[src/rtl/direction_input_if.sv]
// Button inputs and move-command outputs between the board buttons and the
// direction encoder.
interface direction_input_if;
  logic        btn_up;
  logic        btn_down;
  logic        btn_left;
  logic        btn_right;
  logic [2:0]  dir;
  logic        busy;
  logic [15:0] moves;

  modport master (
    output btn_up, btn_down, btn_left, btn_right,
    input  dir, busy, moves
  );

  modport slave (
    input  btn_up, btn_down, btn_left, btn_right,
    output dir, busy, moves
  );
endinterface

[src/rtl/direction_input.sv]
// Four-button direction encoder: per-button sync + debounce + press detect,
// then a fixed-priority IDLE/EMIT/LOCKOUT FSM issuing one-cycle move codes.
module direction_input_lane #(
  parameter int DEBOUNCE_CYCLES = 500000
) (
  input  logic clk,
  input  logic rst,
  input  logic btn_i,
  output logic press_o
);
  localparam int CW = $clog2(DEBOUNCE_CYCLES + 1);

  logic [1:0]    sync_q;
  logic [CW-1:0] cnt_q, cnt_d;
  logic          deb_q, deb_d;
  logic          prev_q;
  logic          press_q;

  always_comb begin
    cnt_d = cnt_q;
    deb_d = deb_q;
    if (sync_q[1] == deb_q) begin
      cnt_d = '0;
    end else if (cnt_q == CW'(DEBOUNCE_CYCLES - 1)) begin
      cnt_d = '0;
      deb_d = ~deb_q;
    end else begin
      cnt_d = cnt_q + CW'(1);
    end
  end

  always_ff @(posedge clk or negedge rst) begin
    if (!rst) begin
      sync_q  <= '0;
      cnt_q   <= '0;
      deb_q   <= 1'b0;
      prev_q  <= 1'b0;
      press_q <= 1'b0;
    end else begin
      sync_q  <= {sync_q[0], btn_i};
      cnt_q   <= cnt_d;
      deb_q   <= deb_d;
      prev_q  <= deb_q;
      // rising edge only; releases never produce an event
      press_q <= deb_q & ~prev_q;
    end
  end

  assign press_o = press_q;
endmodule

module direction_input #(
  parameter int DEBOUNCE_CYCLES = 500000,
  parameter int LOCKOUT_CYCLES  = 64
) (
  input  logic clk,
  input  logic rst,
  direction_input_if.slave bus
);
  localparam int NUM_LANES = 4;
  localparam int LW        = $clog2(LOCKOUT_CYCLES + 1);
  localparam logic [2:0] NO_MOVE = 3'd4;

  typedef enum logic [1:0] {IDLE, EMIT, LOCKOUT} state_e;

  logic [NUM_LANES-1:0] btn;
  logic [NUM_LANES-1:0] press;

  state_e        state_q, state_d;
  logic [LW-1:0] lk_q, lk_d;
  logic [2:0]    dir_q, dir_d;
  logic          busy_q, busy_d;
  logic [15:0]   moves_q, moves_d;
  logic [2:0]    win;

  // lane index doubles as the move code: 0=up 1=down 2=left 3=right
  assign btn = {bus.btn_right, bus.btn_left, bus.btn_down, bus.btn_up};

  for (genvar g = 0; g < NUM_LANES; g++) begin : g_lane
    direction_input_lane #(.DEBOUNCE_CYCLES(DEBOUNCE_CYCLES)) u_lane (
      .clk     (clk),
      .rst     (rst),
      .btn_i   (btn[g]),
      .press_o (press[g])
    );
  end

  always_comb begin
    win = 3'd0;
    for (int i = NUM_LANES - 1; i >= 0; i--)
      if (press[i]) win = 3'(i);
  end

  // outputs are registered from the next state so dir/busy line up with it
  always_comb begin
    state_d = state_q;
    lk_d    = lk_q;
    dir_d   = NO_MOVE;
    busy_d  = 1'b0;
    moves_d = moves_q;
    case (state_q)
      IDLE: begin
        if (|press) begin
          state_d = EMIT;
          dir_d   = win;
          busy_d  = 1'b1;
          moves_d = (moves_q == 16'hFFFF) ? moves_q : moves_q + 16'd1;
        end
      end
      EMIT: begin
        state_d = LOCKOUT;
        lk_d    = '0;
        busy_d  = 1'b1;
      end
      LOCKOUT: begin
        if (lk_q == LW'(LOCKOUT_CYCLES - 1)) begin
          state_d = IDLE;
        end else begin
          lk_d   = lk_q + LW'(1);
          busy_d = 1'b1;
        end
      end
      default: state_d = IDLE;
    endcase
  end

  always_ff @(posedge clk or negedge rst) begin
    if (!rst) begin
      state_q <= IDLE;
      lk_q    <= '0;
      dir_q   <= NO_MOVE;
      busy_q  <= 1'b0;
      moves_q <= '0;
    end else begin
      state_q <= state_d;
      lk_q    <= lk_d;
      dir_q   <= dir_d;
      busy_q  <= busy_d;
      moves_q <= moves_d;
    end
  end

  assign bus.dir   = dir_q;
  assign bus.busy  = busy_q;
  assign bus.moves = moves_q;
endmodule

[src/flat_wrapper.sv]
// flat-port wrapper written by rule: the top's interface ports become plain ports
module direction_input_flat 
#(
  parameter int DEBOUNCE_CYCLES = 500000,
  parameter int LOCKOUT_CYCLES  = 64
)
  (clk, rst, bus_btn_up, bus_btn_down, bus_btn_left, bus_btn_right, bus_dir, bus_busy, bus_moves);
  direction_input_if bus_i ();
  input  logic clk;
  input  logic rst;
  input wire logic [$bits(bus_i.btn_up)-1:0] bus_btn_up;
  input wire logic [$bits(bus_i.btn_down)-1:0] bus_btn_down;
  input wire logic [$bits(bus_i.btn_left)-1:0] bus_btn_left;
  input wire logic [$bits(bus_i.btn_right)-1:0] bus_btn_right;
  output wire logic [$bits(bus_i.dir)-1:0] bus_dir;
  output wire logic [$bits(bus_i.busy)-1:0] bus_busy;
  output wire logic [$bits(bus_i.moves)-1:0] bus_moves;
  assign bus_i.btn_up = bus_btn_up;
  assign bus_i.btn_down = bus_btn_down;
  assign bus_i.btn_left = bus_btn_left;
  assign bus_i.btn_right = bus_btn_right;
  assign bus_dir = bus_i.dir;
  assign bus_busy = bus_i.busy;
  assign bus_moves = bus_i.moves;
  direction_input #(.DEBOUNCE_CYCLES(DEBOUNCE_CYCLES), .LOCKOUT_CYCLES(LOCKOUT_CYCLES)) u_core (.clk(clk), .rst(rst), .bus(bus_i));
endmodule
[config.mk]
export PLATFORM = sky130hd
export DESIGN_NAME = direction_input_flat
export DESIGN_NICKNAME = d
export VERILOG_FILES = /design/src/rtl/direction_input_if.sv /design/src/rtl/direction_input.sv /design/src/flat_wrapper.sv
export SDC_FILE = /design/constraint.sdc
export NUM_CORES = 1
export LEC_CHECK = 0
export ABC_AREA = 1
export BUFFER_PORTS_ARGS = -buffer_cell sky130_fd_sc_hd__buf_2
export CORE_MARGIN = 10
export CORE_UTILIZATION = 42
export CTS_BUF_LIST = sky130_fd_sc_hd__clkbuf_8
export DETAILED_ROUTE_END_ITERATION = 10
export PLACE_DENSITY_LB_ADDON = 0.08
export SLEW_MARGIN = 40
export SYNTH_ARGS = -nofsm -noshare
export SYNTH_HDL_FRONTEND = slang
export SYNTH_HIERARCHICAL = 1
export SYNTH_SLANG_ARGS = --single-unit
[constraint.sdc]
create_clock -name clk -period 1.4 [get_ports clk]
set_input_delay 0.28 -clock clk [delete_from_list [all_inputs] [get_ports clk]]
set_output_delay 0.28 -clock clk [all_outputs]
set_load 0.005 [all_outputs]
==> flow_metrics.py <==
metrics = {
    "yosys": {
        "synth-seq-cells": 125,
        "post_synth_xor_area_fraction_pct": 6.45,
        "synth_nets": 833,
        "muxShareOfSynthArea_pct": 0,
        "synth_area_per_cell_um2": 8.01,
        "synthArstFlopShare_pct": 100,
        "synth_edf_count": 0,
        "yosys-top-cells-area": "sky130_fd_sc_hd__dfrtp_1 47%, sky130_fd_sc_hd__nand2_1 10%, sky130_fd_sc_hd__nor2_1 8.8%",
        "yosys.area.top_type_share_pct": 47.2,
        "synth_cells": 821,
        "library_cells_used_by_synthesis": 30,
        "synth-simple-area-share_pct": 34.0,
        "ys.warnings.count": 6,
        "synth_sequential_area_ratio_pct": 47.6,
        "syn-cell-area_um2": 6580,
        "synth_compound_gate_area_share_pct": 4.38,
        "cell_accounting_for_the_most_synthesized_area": "sky130_fd_sc_hd__dfrtp_1",
        "synthAdderAreaFrac_pct": 1.14,
        "dominant_combinational_cell_family_by_area_after_synthesis": "simple AND/OR/NAND/NOR gates",
        "synth_top_flop_cell": "sky130_fd_sc_hd__dfrtp_1",
    },
    "layout": {
        "antennaDiodeCount": 0,
        "layout.cells.most_common_list": "165 x sky130_fd_sc_hd__nand2_1, 136 x sky130_fd_sc_hd__nor2_1, 121 x sky130_fd_sc_hd__dfrtp_1",
        "layout-area-overhead-vs-synth_pct": 30.1,
        "drive_above_1_share_pct": 27.7,
        "final_core_utilization_pct": 56.1,
        "finish.net_count": 953,
        "multiInputGateArea_um2": 3450,
        "fillerInstances": 1382,
        "layout.area.seq_um2": 3130,
        "mostFrequentLayoutCell": "sky130_fd_sc_hd__nand2_1",
    },
    "sta": {
        "setup-violations-final": 0,
        "period_minus_ws_final_ps": 1390,
        "finalClockSkew_ps": 8.56,
        "worst_pin_slew_ps": 350,
        "timing_max_transition_violations_final": 0,
        "clock.fmax_ghz": 0.719,
        "layout_worst_path_cycle_share_pct": 99.3,
        "grt_setup_unrepaired": "true",
        "holdWs_ps": 231,
        "report.final.hold_viol_count": 0,
        "timing.slew.headroom_pct": 76.6,
    },
    "critical_path": {
        "cp-end-kind": "flop",
        "crit_fanout": 8,
        "r2r_slack_ps": 10,
        "cp_data_arrival_time_ps": 1700,
        "worst_ep_required_time_ps": 1710,
        "r2r_end": "u_core/bus.moves[11]",
        "r2r_cells": 8,
        "setup.worst_path.class": "flop to flop",
        "timing.critical_path.from_type": "flop",
        "crit-reg2reg-launch": "u_core/bus.moves[0]",
    },
    "clocking": {
        "cts_made_buffers": 17,
        "root_buffer": "sky130_fd_sc_hd__clkbuf_8",
        "worst_skew_pair.late_latency_ps": 430,
        "cts_tree": "yes",
        "clk_pin_slew_worst_paths_ps": 70,
        "cts_buffer_depth": 2,
        "ctsHtreeMaxLevel": 4,
        "clock_sinks": 125,
    },
    "global_route": {
        "globalRouteTotalUtil_pct": 13.6,
        "grt_util_met1_pct": 18.5,
        "pin_count_of_the_biggest_net_entering_global_routing": 56,
        "first_global_vias": 5187,
        "first_pass_grt_wire_length_um": 24300,
        "grt_overflow": 0,
        "grt_util_met2_pct": 20.3,
        "globalRoute.busiestLayer": "met2",
        "use_met3_pct": 3.88,
        "grt_antenna_before_repair": 0,
    },
    "power": {
        "power.internal_uw": 5770,
        "seq_power_share_pct": 49.7,
        "total_switching_power_uw": 1650,
        "netSwitchingFraction_pct": 22.3,
        "vdd_ir_drop_max_uv": 885,
        "cellLeakagePower_uw": 0.00394,
        "power_frac_comb_pct": 3.8,
        "p_per_area_nw_per_um2": 868,
        "clkPwrFrac_pct": 46.5,
    },
    "die": {
        "io_pins": 26,
        "die-width_um": 145,
        "fp-row-count": 45,
        "die_area_um2": 21100,
        "floorplan.initialDensity_pct": 43.1,
        "die_height_um": 145,
        "design.core.area_um2": 15300,
    },
    "drt": {
        "route.vias.total": 5540,
        "routed_wire_length_per_instance_um": 12.7,
        "drt_iter0_markers": 239,
        "firstDrtPassIters": 5,
        "route.final.wire_length_um": 14800,
        "post_route_antenna_net_violation_count": 0,
        "via_density_per_instance": 4.76,
        "remaining_drc_errors": 0,
    },
    "placed_design": {
        "dp.final_hpwl_um": 10200,
        "place.port_buffers": 25,
        "routabilityCongestion": 0.882,
    },
    "status": {
        "status": "completed",
    },
    "flow_run": {
        "timing.max_cap.violations": 0,
    },
    "worst_hold_path": {
        "hold_class": "primary input to asynchronous set/reset pin",
    },
}
-- worst max-delay path by stage --
| stage | start | to | slack, ps | cells past startpoint |
|---|---|---|---|---|
| floorplan | u_core/bus.moves[0] | u_core/bus.moves[5] | -20 | 7 |
| global placement | u_core/bus.moves[1] | u_core/bus.moves[8] | -210 | 8 |
| CTS | u_core/bus.moves[0] | u_core/bus.moves[11] | -10 | 7 |
| finish | u_core/bus.moves[0] | u_core/bus.moves[11] | 10 | 8 |
| global route | u_core/bus.moves[0] | u_core/bus.moves[7] | -80 | 8 |
| detailed placement | u_core/bus.moves[1] | u_core/bus.moves[11] | -280 | 7 |
-- cell type report --
class                      count  share of cell area, %
clock buffer                  19                   3.06
clock inverter                13                   2.02
timing repair buffer         102                   10.3
multi-input combinational    589                   40.3
tap                          211                   3.09
sequential                   125                   36.6
inverter                     106                   4.65
-- flip-flops by register name, summed over array words and instances, names as in the netlist --
signal                        count
u_core/state_q                    2
u_core/g_lane.u_lane/press_o      4
u_core/g_lane.u_lane/prev_q       4
u_core/g_lane.u_lane/sync_q       8
u_core/g_lane.u_lane/cnt_q       76
u_core/lk_q                       7
u_core/bus.dir                    3
u_core/bus.busy                   1
u_core/bus.moves                 16
u_core/g_lane.u_lane/deb_q        4
-- cells in the mapped netlist (all sizes together) (2+ instances only) --
master	n
xnor2	15
nand4	13
o21a	4
dfrtp	124
nor3	9
inv	106
o21ai	32
xor2	30
nand2	198
nand3	71
a21oi	13
buf	2
nor3b	8
ha	6
nor2	185
-- logic make-up after synthesis --
| kind of cell | count (synthesis) |
|---|---|
| adders and majority gates | 6 |
| DFF | 125 |
| xor gates and xnor gates | 45 |
| AOI/OAI and AO/OA | 51 |
| buffers and inverters | 108 |
| and+or+nand+nor | 486 |
-- metrics by stage --
stage	TNS, ps	setup slack (ps)	instances	total power (µW)	area, µm²
6_report	0	9.85	1165	7420	8560
5_1_grt	-1850	-84.3	1165	7790	8560
4_1_cts	-17.2	-14.8	1140	7480	7910
3_5_place_dp	-3660	-277	1096	3980	7280
3_3_place_gp	-2690	-206	1096	3970	7280
2_1_floorplan	-117	-24.4	821	3830	6580
-- critical path, cell delays in order (launching register included) --
cell	delay [ps]
sky130_fd_sc_hd__dfrtp_1	370
sky130_fd_sc_hd__ha_2	220
sky130_fd_sc_hd__nand2_2	70
sky130_fd_sc_hd__nor2_4	120
sky130_fd_sc_hd__nand2_2	80
sky130_fd_sc_hd__nor2_4	180
sky130_fd_sc_hd__nor2_4	90
sky130_fd_sc_hd__nand2_1	70
sky130_fd_sc_hd__o21ai_1	70
-- routing by layer --
layer  routed length, µm  part of all wire, %
met1                7140                   48
met3                 468                  3.2
met2                7080                   48
met4                 116                 0.78
met5                   0                    0
-- power by group through the flow --
stage | Clock, µW | Combinational [µW] | Sequential (µW)
after floorplan | 0 | 92.4 | 3740
after global placement | 0 | 228 | 3740
after detailed placement | 0 | 234 | 3740
after CTS | 3560 | 249 | 3670
after global routing | 3770 | 328 | 3690
final | 3460 | 279 | 3690
-- repair_timing --
item                                    CTS  global route
pin swaps                                 2            44
setup buffers                             9            25
gates cloned                              1             0
endpoints found under the setup margin   50            91
hold buffers                              5             0
hold endpoints to repair                104             0
gates resized for setup                  24           110
Power figures use the tool's default switching activity.
